**config.mk**
```make
export PLATFORM = sky130hd
export DESIGN_NAME = zxnet_bus_seq
export DESIGN_NICKNAME = d
export VERILOG_FILES = /design/src/rtl/zxnet_bus_seq.sv
export SDC_FILE = /design/constraint.sdc
export NUM_CORES = 1
export LEC_CHECK = 0
export ABC_CLOCK_PERIOD_IN_PS = 2700
export CORE_UTILIZATION = 30
export CTS_BUF_LIST = sky130_fd_sc_hd__clkbuf_16
export DETAILED_ROUTE_END_ITERATION = 8
export PLACE_DENSITY = 0.58
export SKIP_CTS_REPAIR_TIMING = 1
export SYNTH_ARGS = -nofsm -noshare
export SYNTH_HDL_FRONTEND = slang
export SYNTH_SLANG_ARGS = --single-unit
```
**constraint.sdc**
```tcl
create_clock -name clk -period 2.7 [get_ports clk]
set_input_delay 0.54 -clock clk [delete_from_list [all_inputs] [get_ports clk]]
set_output_delay 0.54 -clock clk [all_outputs]
set_load 0.02 [all_outputs]
```
**src/rtl/zxnet_bus_seq.sv**
```systemverilog
// rtl/zxnet_bus_seq.sv - shared W5300/SL811 chip bus sequencer with two-port arbitration
// All chip-facing outputs are registered from next-state values so they are glitch-free.
module zxnet_bus_seq #(
    parameter int SETUP_CYC = 1,
    parameter int W_STROBE  = 3,
    parameter int S_STROBE  = 4,
    parameter int HOLD_CYC  = 1,
    parameter int MAXWAIT   = 3
) (
    input  logic       clk,
    input  logic       rst,
    input  logic       req0,
    input  logic       req1,
    input  logic       we0,
    input  logic       we1,
    input  logic       sel0,
    input  logic       sel1,
    input  logic [9:0] addr0,
    input  logic [9:0] addr1,
    input  logic [7:0] wdata0,
    input  logic [7:0] wdata1,
    output logic       done0,
    output logic       done1,
    output logic       err,
    output logic [7:0] rdata,
    output logic       busy,
    input  logic       w5300_rst_n,
    input  logic       sl811_rst_n,
    output logic [9:0] bus_addr,
    output logic [7:0] bus_wdata,
    output logic       bus_oe,
    input  logic [7:0] bus_rdata,
    output logic       w5300_cs_n,
    output logic       sl811_cs_n,
    output logic       rd_n,
    output logic       wr_n
);

    typedef enum logic [2:0] {IDLE, SETUP, STROBE, HOLD, DONE} state_t;

    localparam logic [3:0] SETUP_INIT = 4'(SETUP_CYC - 1);
    localparam logic [3:0] W_INIT     = 4'(W_STROBE - 1);
    localparam logic [3:0] S_INIT     = 4'(S_STROBE - 1);
    localparam logic [3:0] HOLD_INIT  = 4'(HOLD_CYC - 1);
    localparam logic [2:0] SKIP_MAX   = 3'(MAXWAIT);

    state_t     state, nx_state;
    logic [3:0] cnt, nx_cnt;
    logic [2:0] skip, nx_skip;
    logic       we_r, sel_r, port_r, err_r;
    logic       nx_we, nx_sel, nx_port, nx_err;
    logic [9:0] nx_addr;
    logic [7:0] nx_wdata, nx_rdata;
    logic       grant1, tgt_ok, active;

    // Port 1 wins only when port 0 is idle or has starved it for MAXWAIT grants.
    assign grant1 = req1 && (!req0 || (skip == SKIP_MAX));

    always_comb begin
        nx_state = state;
        nx_cnt   = cnt;
        nx_skip  = skip;
        nx_we    = we_r;
        nx_sel   = sel_r;
        nx_port  = port_r;
        nx_err   = err_r;
        nx_addr  = bus_addr;
        nx_wdata = bus_wdata;
        nx_rdata = rdata;
        tgt_ok   = 1'b1;
        case (state)
            IDLE: begin
                if (req0 || req1) begin
                    nx_port  = grant1;
                    nx_we    = grant1 ? we1 : we0;
                    nx_sel   = grant1 ? sel1 : sel0;
                    nx_addr  = grant1 ? addr1 : addr0;
                    nx_wdata = grant1 ? wdata1 : wdata0;
                    if (grant1)
                        nx_skip = 3'd0;
                    else if (req1 && skip != SKIP_MAX)
                        nx_skip = skip + 3'd1;
                    tgt_ok = nx_sel ? sl811_rst_n : w5300_rst_n;
                    if (!tgt_ok) begin
                        nx_state = DONE;
                        nx_err   = 1'b1;
                        if (!nx_we)
                            nx_rdata = 8'hFF;
                    end else begin
                        nx_state = SETUP;
                        nx_err   = 1'b0;
                        nx_cnt   = SETUP_INIT;
                    end
                end
            end
            SETUP: begin
                if (cnt == 4'd0) begin
                    nx_state = STROBE;
                    nx_cnt   = sel_r ? S_INIT : W_INIT;
                end else begin
                    nx_cnt = cnt - 4'd1;
                end
            end
            STROBE: begin
                if (cnt == 4'd0) begin
                    if (!we_r)
                        nx_rdata = bus_rdata;
                    nx_state = HOLD;
                    nx_cnt   = HOLD_INIT;
                end else begin
                    nx_cnt = cnt - 4'd1;
                end
            end
            HOLD: begin
                if (cnt == 4'd0)
                    nx_state = DONE;
                else
                    nx_cnt = cnt - 4'd1;
            end
            DONE:    nx_state = IDLE;
            default: nx_state = IDLE;
        endcase
        active = (nx_state == SETUP) || (nx_state == STROBE) || (nx_state == HOLD);
    end

    always_ff @(posedge clk or posedge rst) begin
        if (rst) begin
            state      <= IDLE;
            cnt        <= 4'd0;
            skip       <= 3'd0;
            we_r       <= 1'b0;
            sel_r      <= 1'b0;
            port_r     <= 1'b0;
            err_r      <= 1'b0;
            bus_addr   <= 10'd0;
            bus_wdata  <= 8'd0;
            rdata      <= 8'h00;
            w5300_cs_n <= 1'b1;
            sl811_cs_n <= 1'b1;
            rd_n       <= 1'b1;
            wr_n       <= 1'b1;
            bus_oe     <= 1'b0;
            done0      <= 1'b0;
            done1      <= 1'b0;
            err        <= 1'b0;
            busy       <= 1'b0;
        end else begin
            state      <= nx_state;
            cnt        <= nx_cnt;
            skip       <= nx_skip;
            we_r       <= nx_we;
            sel_r      <= nx_sel;
            port_r     <= nx_port;
            err_r      <= nx_err;
            bus_addr   <= nx_addr;
            bus_wdata  <= nx_wdata;
            rdata      <= nx_rdata;
            w5300_cs_n <= !(active && !nx_sel);
            sl811_cs_n <= !(active && nx_sel);
            rd_n       <= !((nx_state == STROBE) && !nx_we);
            wr_n       <= !((nx_state == STROBE) && nx_we);
            bus_oe     <= active && nx_we;
            done0      <= (nx_state == DONE) && !nx_port;
            done1      <= (nx_state == DONE) && nx_port;
            err        <= (nx_state == DONE) && nx_err;
            busy       <= (nx_state != IDLE);
        end
    end

endmodule

```
Word level (Yosys, flattened, before mapping)
Cells that the tools add are included.
{"block": "word_totals", "mem_count": 0, "latch_bits": 0, "ramBits": 0, "elab_cells": 104, "romBits": 0, "reg_bits": 49, "in_bits": 54}
{"block": "op_classes", "add_sub_neg": 2, "n_shift": 0, "n_eq_ne": 16, "order_cmp": 0, "bitwise": 0, "multipliers": 0, "reduce_logical": 32, "n_div": 0, "mux": 35}
{"operator": "$mux W8", "count": 6}
{"operator": "$mux W3", "count": 7}
{"operator": "$mux W4", "count": 5}
{"operator": "$pmux W4 S4", "count": 1}
{"operator": "$pmux W8 S2", "count": 1}
{"operator": "$eq A3 B2 Y1 const B", "count": 5}
{"operator": "$ne A2 B2 Y1 const B", "count": 7}
{"operator": "$mux W1", "count": 13}
{"operator": "$pmux W3 S4", "count": 1}
{"operator": "$logic_and A1 B1 Y1", "count": 10}
{"operator": "$mux W10", "count": 1}
{"operator": "$logic_not A1 Y1", "count": 8}
{"operator": "$eq A3 B1 Y1 const B", "count": 2}
{"operator": "$reduce_and A6 Y1", "count": 1}
{"operator": "$logic_not A4 Y1", "count": 1}
{"operator": "$logic_or A1 B1 Y1", "count": 4}
{"operator": "$reduce_and A4 Y1", "count": 1}
{"operator": "$reduce_bool A2 Y1", "count": 2}
{"operator": "$reduce_bool A4 Y1", "count": 1}
{"operator": "$sub A4 B1 Y4 const B", "count": 1}
{"operator": "$add A3 B1 Y3 const B", "count": 1}
{"operator": "$eq A3 B3 Y1 const B", "count": 1}
{"operator": "$logic_not A3 Y1", "count": 1}
{"operator": "$ne A3 B2 Y1 const B", "count": 1}
{"operator": "other kinds (3)", "count": 3}

Longest topological paths before layout
Gate-level depths: netlist of the first run.
{"block": "depth", "depth_word": 13, "ltp_mapped": 8, "depth_no_buf": 8}

Worst setup path after synthesis of the first run
No wires, ideal clock.
{"block": "synth_timing", "path_type": "register to register", "from": "reg skip[0]", "to": "reg bus_addr[4]", "arrival_time_ns": 1.881, "required_time_ns": 2.564, "path_stages_with_launch": 9, "path_slack_ns": 0.683, "synth_period_minus_slack_ns": 2.017, "path_buffers": 2, "setup_ns": 0.136, "path_cell_list": "dfrtp_1 > ha_1 > ha_1 > nand2b_1 > nand2_1 > buf_2 > buf_2 > mux2i_1 > o21ai_0"}
{"block": "synth_between", "elab_chain_cells": 4}
{"element": "start: declaration", "line_no": "49", "source": "logic [2:0] skip, nx_skip;"}
{"element": "start signal: assignment", "line_no": "150", "source": "skip <= nx_skip;"}
{"element": "$eq A3 B2 Y1", "line_no": "57", "source": "assign grant1 = req1 && (!req0 || (skip == SKIP_MAX));"}
{"element": "$logic_or A1 B1 Y1", "line_no": "57"}
{"element": "$logic_and A1 B1 Y1", "line_no": "57"}
{"element": "$mux W10", "line_no": "77", "source": "nx_addr = grant1 ? addr1 : addr0;"}
{"element": "end signal: assignment", "line_no": "155", "source": "bus_addr <= nx_addr;"}
{"element": "end: declaration", "line_no": "29", "source": "output logic [9:0] bus_addr,"}
No other way between the ends.
A chain may end at the register's enable or synchronous reset.

Worst setup path in the final report of the first run
{"block": "layout_timing", "from": "reg skip[0]", "to": "reg rdata[7]"}
{"block": "layout_between", "elab_chain_cells": 7, "elab_cells_between_ends": 9, "cone_classes": "eq/ne: 3; mux: 3; reduce/logical: 3"}
{"element": "$eq A3 B2 Y1 (*)", "line_no": "57"}
{"element": "$logic_or A1 B1 Y1 (*)", "line_no": "57"}
{"element": "$logic_and A1 B1 Y1 (*)", "line_no": "57"}
{"element": "$mux W1", "line_no": "76", "source": "nx_sel = grant1 ? sel1 : sel0;"}
{"element": "$mux W1", "line_no": "83", "source": "tgt_ok = nx_sel ? sl811_rst_n : w5300_rst_n;"}
{"element": "$ne A2 B2 Y1 (no source line)"}
{"element": "$reduce_and A6 Y1 (no source line) (*)"}
{"element": "end signal: assignment", "line_no": "157", "source": "rdata <= nx_rdata;"}
{"element": "end: declaration", "line_no": "25", "source": "output logic [7:0] rdata,"}
Mark *: on every way between the ends. The rest lies on a longest branch, timed or not.

==> metrics.txt, run 1 <==
outcome finished, final reports clean; Mapped Cells 226; worst IR drop on VDD 454 uV; period utilization 87.5%; H-tree Lvls 2; TritonCTS clock tree done; most frequent cells in the layout clkdlybuf4s50_1, dfrtp_1, nand2_1, o21ai_0, mux2i_1; Die W 90.1 um; number of synthesized flops with an enable pin 0; top_reg_cell synth dfrtp_1; fraction of layout cells with a size suffix above 1 8.89%; vias in the first global route 1818; clk root buf clkbuf_16; Total GRT Usage 13.7%; DR vias/cell 4.61; drt pass-1 iters 4; leakage power 1.56 nW; WS Path Type reg -> reg; max cap viols 0; placed insts 406; CP delay by family, top compound AO/OA/AOI/OAI gates; Post-layout nets 372; CTS sink cnt 49; largest net degree at the start of global routing 41; Post-DRT Antenna Nets 0; dpl hpwl 4.03 mm; total wire length 5.23 mm; Die Area 8130 sq um; Rel. slew slack 54.3%; Die Ht 90.1 um; initial antenna violation count 0; Worst Hold Class reg -> reg; # rows 31; Reg clk slew, reported paths 0.06 ns; slowest stage cell on the critical path a221oi_1; Hold Vio Cnt, Final 0; #FFs+latches synth 49; Port Buffer Count 88; global-route wire length before repair 9.00 mm; number of vias after detailed routing 1907; global placer's final weighted congestion 0.852; max incr delay on CP 0.55 ns; # fillers 729; hold slack 0.478 ns; crit path DAT 2.56 ns; grt total ovfl 0; sequential area share after synthesis 52.8%; Critical Path RT 2.90 ns; crit path cell chain ha_1 -> ha_1 -> nand2b_1 -> a221oi_1 -> nor2b_1 -> o21ai_1 -> a31oi_1; most frequent CP cell ha_1; clk_lat worst skew 0.28 ns; fraction of registers with async set/reset 100%; Max Freq 423 MHz; pwr dens 1070 nW/um^2; WL/cell 12.6 um; I/O pin count 89; Slew @ Worst Pin 0.681 ns; RSZ-0062 raised after global routing no; Crit path buffers/inverters 0; area grow syn2layout 47.7%; Post-Syn Area 2330 sq um; core area 7370 sq um; clock skew 0.00542 ns; warnings from Yosys 0; setup TNS 0 ns; total power 3.68 mW; # diodes 0; Net Count, Synth 284; Slew Viols, Final 0; count of different cell masters after synthesis 42; Startpoint Class flop; DR iter-0 viols 58; crit path max fanout 8; Worst setup EP type flop; DRC violations left 0; final setup fails 0; FF-to-FF setup slack 0.34 ns; min Tclk post-route 2.36 ns; CTS max path bufs 2; synthesized area per cell 10.3 sq um; Initial Util 31.6%; final instance count without filler cells 414; TritonCTS buffer count 5; commonest non-fill, non-tap cell in the layout clkdlybuf4s50_1
[synth_stat cells (3+ instances only)]
| cell type | n | area [sq um] |
|---|---|---|
| nor3b_1 | 3 | 22.5 |
| ha_1 | 4 | 50.1 |
| dfrtp_1 | 45 | 1130 |
| dfstp_2 | 4 | 105 |
| nor2b_1 | 4 | 25.0 |
| a21oi_1 | 3 | 15.0 |
| nor3_1 | 3 | 15.0 |
| nand2_1 | 33 | 124 |
| a31oi_1 | 8 | 50.1 |
| buf_6 | 4 | 45.0 |
| o21ai_0 | 29 | 145 |
| inv_1 | 13 | 48.8 |
| nand2b_1 | 4 | 25.0 |
| nor2_1 | 14 | 52.6 |
| o21a_1 | 3 | 22.5 |
| mux2i_1 | 20 | 200 |
| clkbuf_1 | 4 | 15.0 |
[sequential cells by signal, summed over array words and instances (netlist names), 3 cells and up]
| name | flops |
|---|---|
| skip | 3 |
| cnt | 4 |
| rdata | 8 |
| bus_wdata | 8 |
| bus_addr | 10 |
| state | 3 |
[logic make-up after synthesis]
family | share of synthesized area (%)
and+or+nand+nor | 15.1
AOI/OAI and AO/OA | 15.5
DFF | 52.8
buffers and inverters | 5.42
muxes | 9.07
adders and majority gates | 2.15
[tightest hold or removal path, stage by stage (launching register included)]
cell and delay [ns]:
dfrtp_1 0.34, nand2_1 0.04, o21ai_0 0.06
[metrics by stage]
| step | setup slack, ns | utilization [%] | instance area, sq um |
|---|---|---|---|
| 6_report | 0.338 | 46.7 | 3440 |
| 5_1_grt | 0.114 | 46.7 | 3440 |
| 4_1_cts | 0.359 | 46.7 | 3440 |
| 3_5_place_dp | 0.135 | 44.8 | 3300 |
| 3_3_place_gp | 0.252 | 44.8 | 3300 |
| 2_1_floorplan | 0.683 | - | 2330 |
[final timing paths]
check	from	end	depth (start not counted)
hold reg to reg	bus_addr[1]	bus_addr[1]	2
hold / removal	bus_addr[1]	bus_addr[1]	2
setup / recovery	skip[0]	rdata[7]	7
max in group asynchronous	rst	rd_n	3
setup reg to reg	skip[0]	rdata[7]	7
min in group asynchronous	rst	rdata[6]	2
[layer usage]
layer	global-route usage [%]	vias up	routed length, um
met5	0	-	0
met4	3.90	0	27
met3	3.55	2	287
met2	20.4	57	2420
met1	19.6	891	2490
li1	-	957	-
[report_power, final]
part | switching, mW | total [mW] | leakage [nW] | internal [mW]
combinational | 0.953 | 1.81 | 0.906 | 0.854
clock | 0.254 | 0.593 | 0.0696 | 0.339
sequential | 0.200 | 1.28 | 0.586 | 1.08
total | 1.41 | 3.68 | 1.56 | 2.27
[cell type report]
| type | instances | area (sq um) | area share (%) |
|---|---|---|---|
| Clock buffer | 5 | 125 | 3.63 |
| Clock inverter | 3 | 17.5 | 0.509 |
| Inverter | 13 | 48.8 | 1.42 |
| Multi-Input combinational cell | 153 | 973 | 28.3 |
| Sequential cell | 49 | 1230 | 35.8 |
| Tap cell | 99 | 124 | 3.60 |
| Timing Repair Buffer | 92 | 923 | 26.8 |
No activity file was read; power rests on OpenSTA's default activity.
==> run 2: changes to the inputs <==
--- a/config.mk
+++ b/config.mk
@@ -10,7 +10,6 @@
 export CTS_BUF_LIST = sky130_fd_sc_hd__clkbuf_16
 export DETAILED_ROUTE_END_ITERATION = 8
 export PLACE_DENSITY = 0.58
-export SKIP_CTS_REPAIR_TIMING = 1
 export SYNTH_ARGS = -nofsm -noshare
 export SYNTH_HDL_FRONTEND = slang
 export SYNTH_SLANG_ARGS = --single-unit
==> results of run 2 <==
No change in the layout: final DEF, timing and power equal those of run 1.
==> run 3: changes to the inputs <==
--- a/config.mk
+++ b/config.mk
@@ -5,11 +5,12 @@
 export SDC_FILE = /design/constraint.sdc
 export NUM_CORES = 1
 export LEC_CHECK = 0
-export ABC_CLOCK_PERIOD_IN_PS = 2700
+export ABC_CLOCK_PERIOD_IN_PS = 2150
 export CORE_UTILIZATION = 30
 export CTS_BUF_LIST = sky130_fd_sc_hd__clkbuf_16
 export DETAILED_ROUTE_END_ITERATION = 8
-export PLACE_DENSITY = 0.58
+export GPL_TIMING_DRIVEN = 1
+export PLACE_DENSITY = 0.6
 export SYNTH_ARGS = -nofsm -noshare
 export SYNTH_HDL_FRONTEND = slang
 export SYNTH_SLANG_ARGS = --single-unit
==> constraint.sdc (replaced) <==
create_clock -name clk -period 2.15 [get_ports clk]
set_input_delay 0.43 -clock clk [delete_from_list [all_inputs] [get_ports clk]]
set_output_delay 0.43 -clock clk [all_outputs]
set_load 0.02 [all_outputs]
==> run 3 against run 2 <==
Net effect:
- final cell count up 3.4%
- non-clock buffer count increased by 14
- first-iteration DRC count rose by 12%
- critical endpoint is now cnt[2]
- via count increased by 0.89%
- flip-flop and latch count is the same
- clock-buffer cell count is the same
- worst setup slack worse by 0.21 ns
- register-to-register slack worse by 0.21 ns
- highest routed layer unchanged
==> metrics.txt, run 3 (synthesized netlist as in run 1, its figures left out) <==
outcome finished, final reports clean; grt total ovfl 0 (unchanged); Post-DRT Antenna Nets 0 (unchanged); Multi-input gate area 991 sq um (+1.8%); Hold Vio Cnt, Final 0 (unchanged); min-delay src bus_addr[2]; Final Core Density 48.6% (+1.8 points); RSZ-0062 raised after global routing no; core area 7370 sq um (unchanged); FF/Latch Area 1230 sq um (unchanged); clock skew 0.00214 ns (-0.00328 ns); Total GRT Usage 13.6% (-0.12 points); crit path DAT 2.20 ns (-0.36 ns); Post-layout nets 386 (+3.8%); Critical Path RT 2.33 ns (-0.57 ns); Slew @ Worst Pin 0.499 ns (-0.182 ns); initial antenna violation count 0 (unchanged); Worst setup EP type flop; Reg2Reg Depth 8 (+1); Crit Reg-Reg Endpoint cnt[2]; clk root buf clkbuf_16; dpl hpwl 3.94 mm (-2.2%); WL/cell 12.3 um (-2.7%); crit path max fanout 4 (-4); max reg flops 10 (unchanged); max cap viols 0 (unchanged); Most flops, register bus_addr; period utilization 94.2% (+6.7 points); max incr delay on CP 0.41 ns (-0.14 ns); Crit path buffers/inverters 1 (+1); Max Freq 494 MHz (+17%); CP delay by family, top compound AO/OA/AOI/OAI gates; CTS max path bufs 2 (unchanged); crit path cell chain ha_1 -> ha_1 -> nand2b_4 -> a221oi_2 -> buf_4 -> o31a_1 -> nor2_1 -> a22o_2; clk_lat worst skew 0.28 ns (about the same); Placed Area 3410 sq um (+3.3%); global-route wire length before repair 8.89 mm (-1.2%); vias in the first global route 1900 (+4.5%); most frequent CP cell ha_1; worst r2r src skip[0]; DP Worst Slack -0.0682 ns (-0.203 ns); DRC violations left 0 (unchanged); global placer's final weighted congestion 0.802 (-5.8%); Port Buffer Count 88 (unchanged); # diodes 0 (unchanged); Die Area 8130 sq um (unchanged); total power 4.80 mW (+30%); cts hold-fix bufs 0; DR vias/cell 4.50 (-2.4%); pwr dens 1340 nW/um^2 (+25%); DR iter-0 viols 65 (+12%); largest net degree at the start of global routing 50 (+22%); WHS Path Cells 2 (unchanged); # rows 31 (unchanged); Worst Hold Class reg -> reg; TritonCTS clock tree done; commonest non-fill, non-tap cell in the layout clkdlybuf4s50_1; Startpoint Class flop; FF-to-FF setup slack 0.12 ns (-0.21 ns); setup ws final 0.125 ns (-0.213 ns); H-tree Lvls 2 (unchanged); min Tclk post-route 2.03 ns (-0.337 ns); Rel. slew slack 66.4% (+12 points); total wire length 5.26 mm (+0.59%); Die W 90.1 um (unchanged); final setup fails 0 (unchanged); Initial Util 31.6% (unchanged); WHS Endpoint bus_addr[2]; most frequent cells in the layout clkdlybuf4s50_1, dfrtp_1, nand2_1, o21ai_0, mux2i_1; slowest stage cell on the critical path dfrtp_1; Die Ht 90.1 um (unchanged); number of vias after detailed routing 1924 (+0.89%); fraction of layout cells with a size suffix above 1 13.7% (+4.8 points); worst IR drop on VDD 594 uV (+31%); WS Path Type reg -> reg; # fillers 692 (-5.1%); drt pass-1 iters 4 (unchanged); Largest regs bus_addr (10), bus_wdata (8), rdata (8); TritonCTS buffer count 5 (unchanged); Slew Viols, Final 0 (unchanged); I/O pin count 89 (unchanged); CTS sink cnt 49 (unchanged); leakage power 1.64 nW (+4.9%); Reg clk slew, reported paths 0.06 ns (about the same); area grow syn2layout 53.5%; fin area 3580 sq um (+3.9%)
run 3: tightest hold or removal path: cells and delay by family (launching register included):
family	cells	cell delay, ns
compound gates	1	0.06
flops	1	0.34
simple gates	1	0.04
run 3: layer usage:
layer	GRT usage, %	share of wire, %	vias to the layer above
met2	21.8	47	58
li1	-	-	985
met3	3.47	5.7	5
met1	18.0	46	876
met5	0	0	-
met4	4.03	1.0	0
run 3: repair_timing:
item	CTS	global route
endpoints found under the setup margin	2	11
hold endpoints to repair	0	0
cloned	0	0
pin swaps	0	2
resized for setup	1	3
buffers inserted	0	1
run 3: how the worst max path moves through the flow:
| stage | start | to | slack, ns | cells after the start |
|---|---|---|---|---|
| floorplan | skip[0] | bus_addr[4] | 0.13 | 8 |
| global placement | sel1 | cnt[2] | -0.04 | 7 |
| detailed placement | req1 | rdata[4] | -0.07 | 5 |
| CTS | skip[0] | rdata[4] | 0.04 | 7 |
| global route | skip[0] | cnt[3] | 0.003 | 8 |
| finish | skip[0] | cnt[2] | 0.12 | 8 |
run 3: layout make-up:
type                    count  area share, %
well taps                  99           3.46
flip-flops and latches     49           34.4
repair buffers            106           29.1
clock inverters             3          0.490
inverters                  13           1.36
multi-input cells         153           27.7
clock buffers               5           3.50
run 3: per-stage QoR:
stage / hold WS [ns] / TNS [ns] / instances
final: 0.481 / 0 / 428
after global placement: 0.462 / -0.158 / 419
after detailed placement: 0.471 / -0.510 / 419
after floorplan: 0.449 / 0 / 226
after CTS: 0.485 / 0 / 427
after global routing: 0.506 / 0 / 428
run 3: power breakdown:
part | switching (mW) | leakage [nW] | internal [mW]
combinational | 1.25 | 0.982 | 1.20
clock | 0.330 | 0.0696 | 0.427
sequential | 0.231 | 0.586 | 1.35
total | 1.81 | 1.64 | 2.98
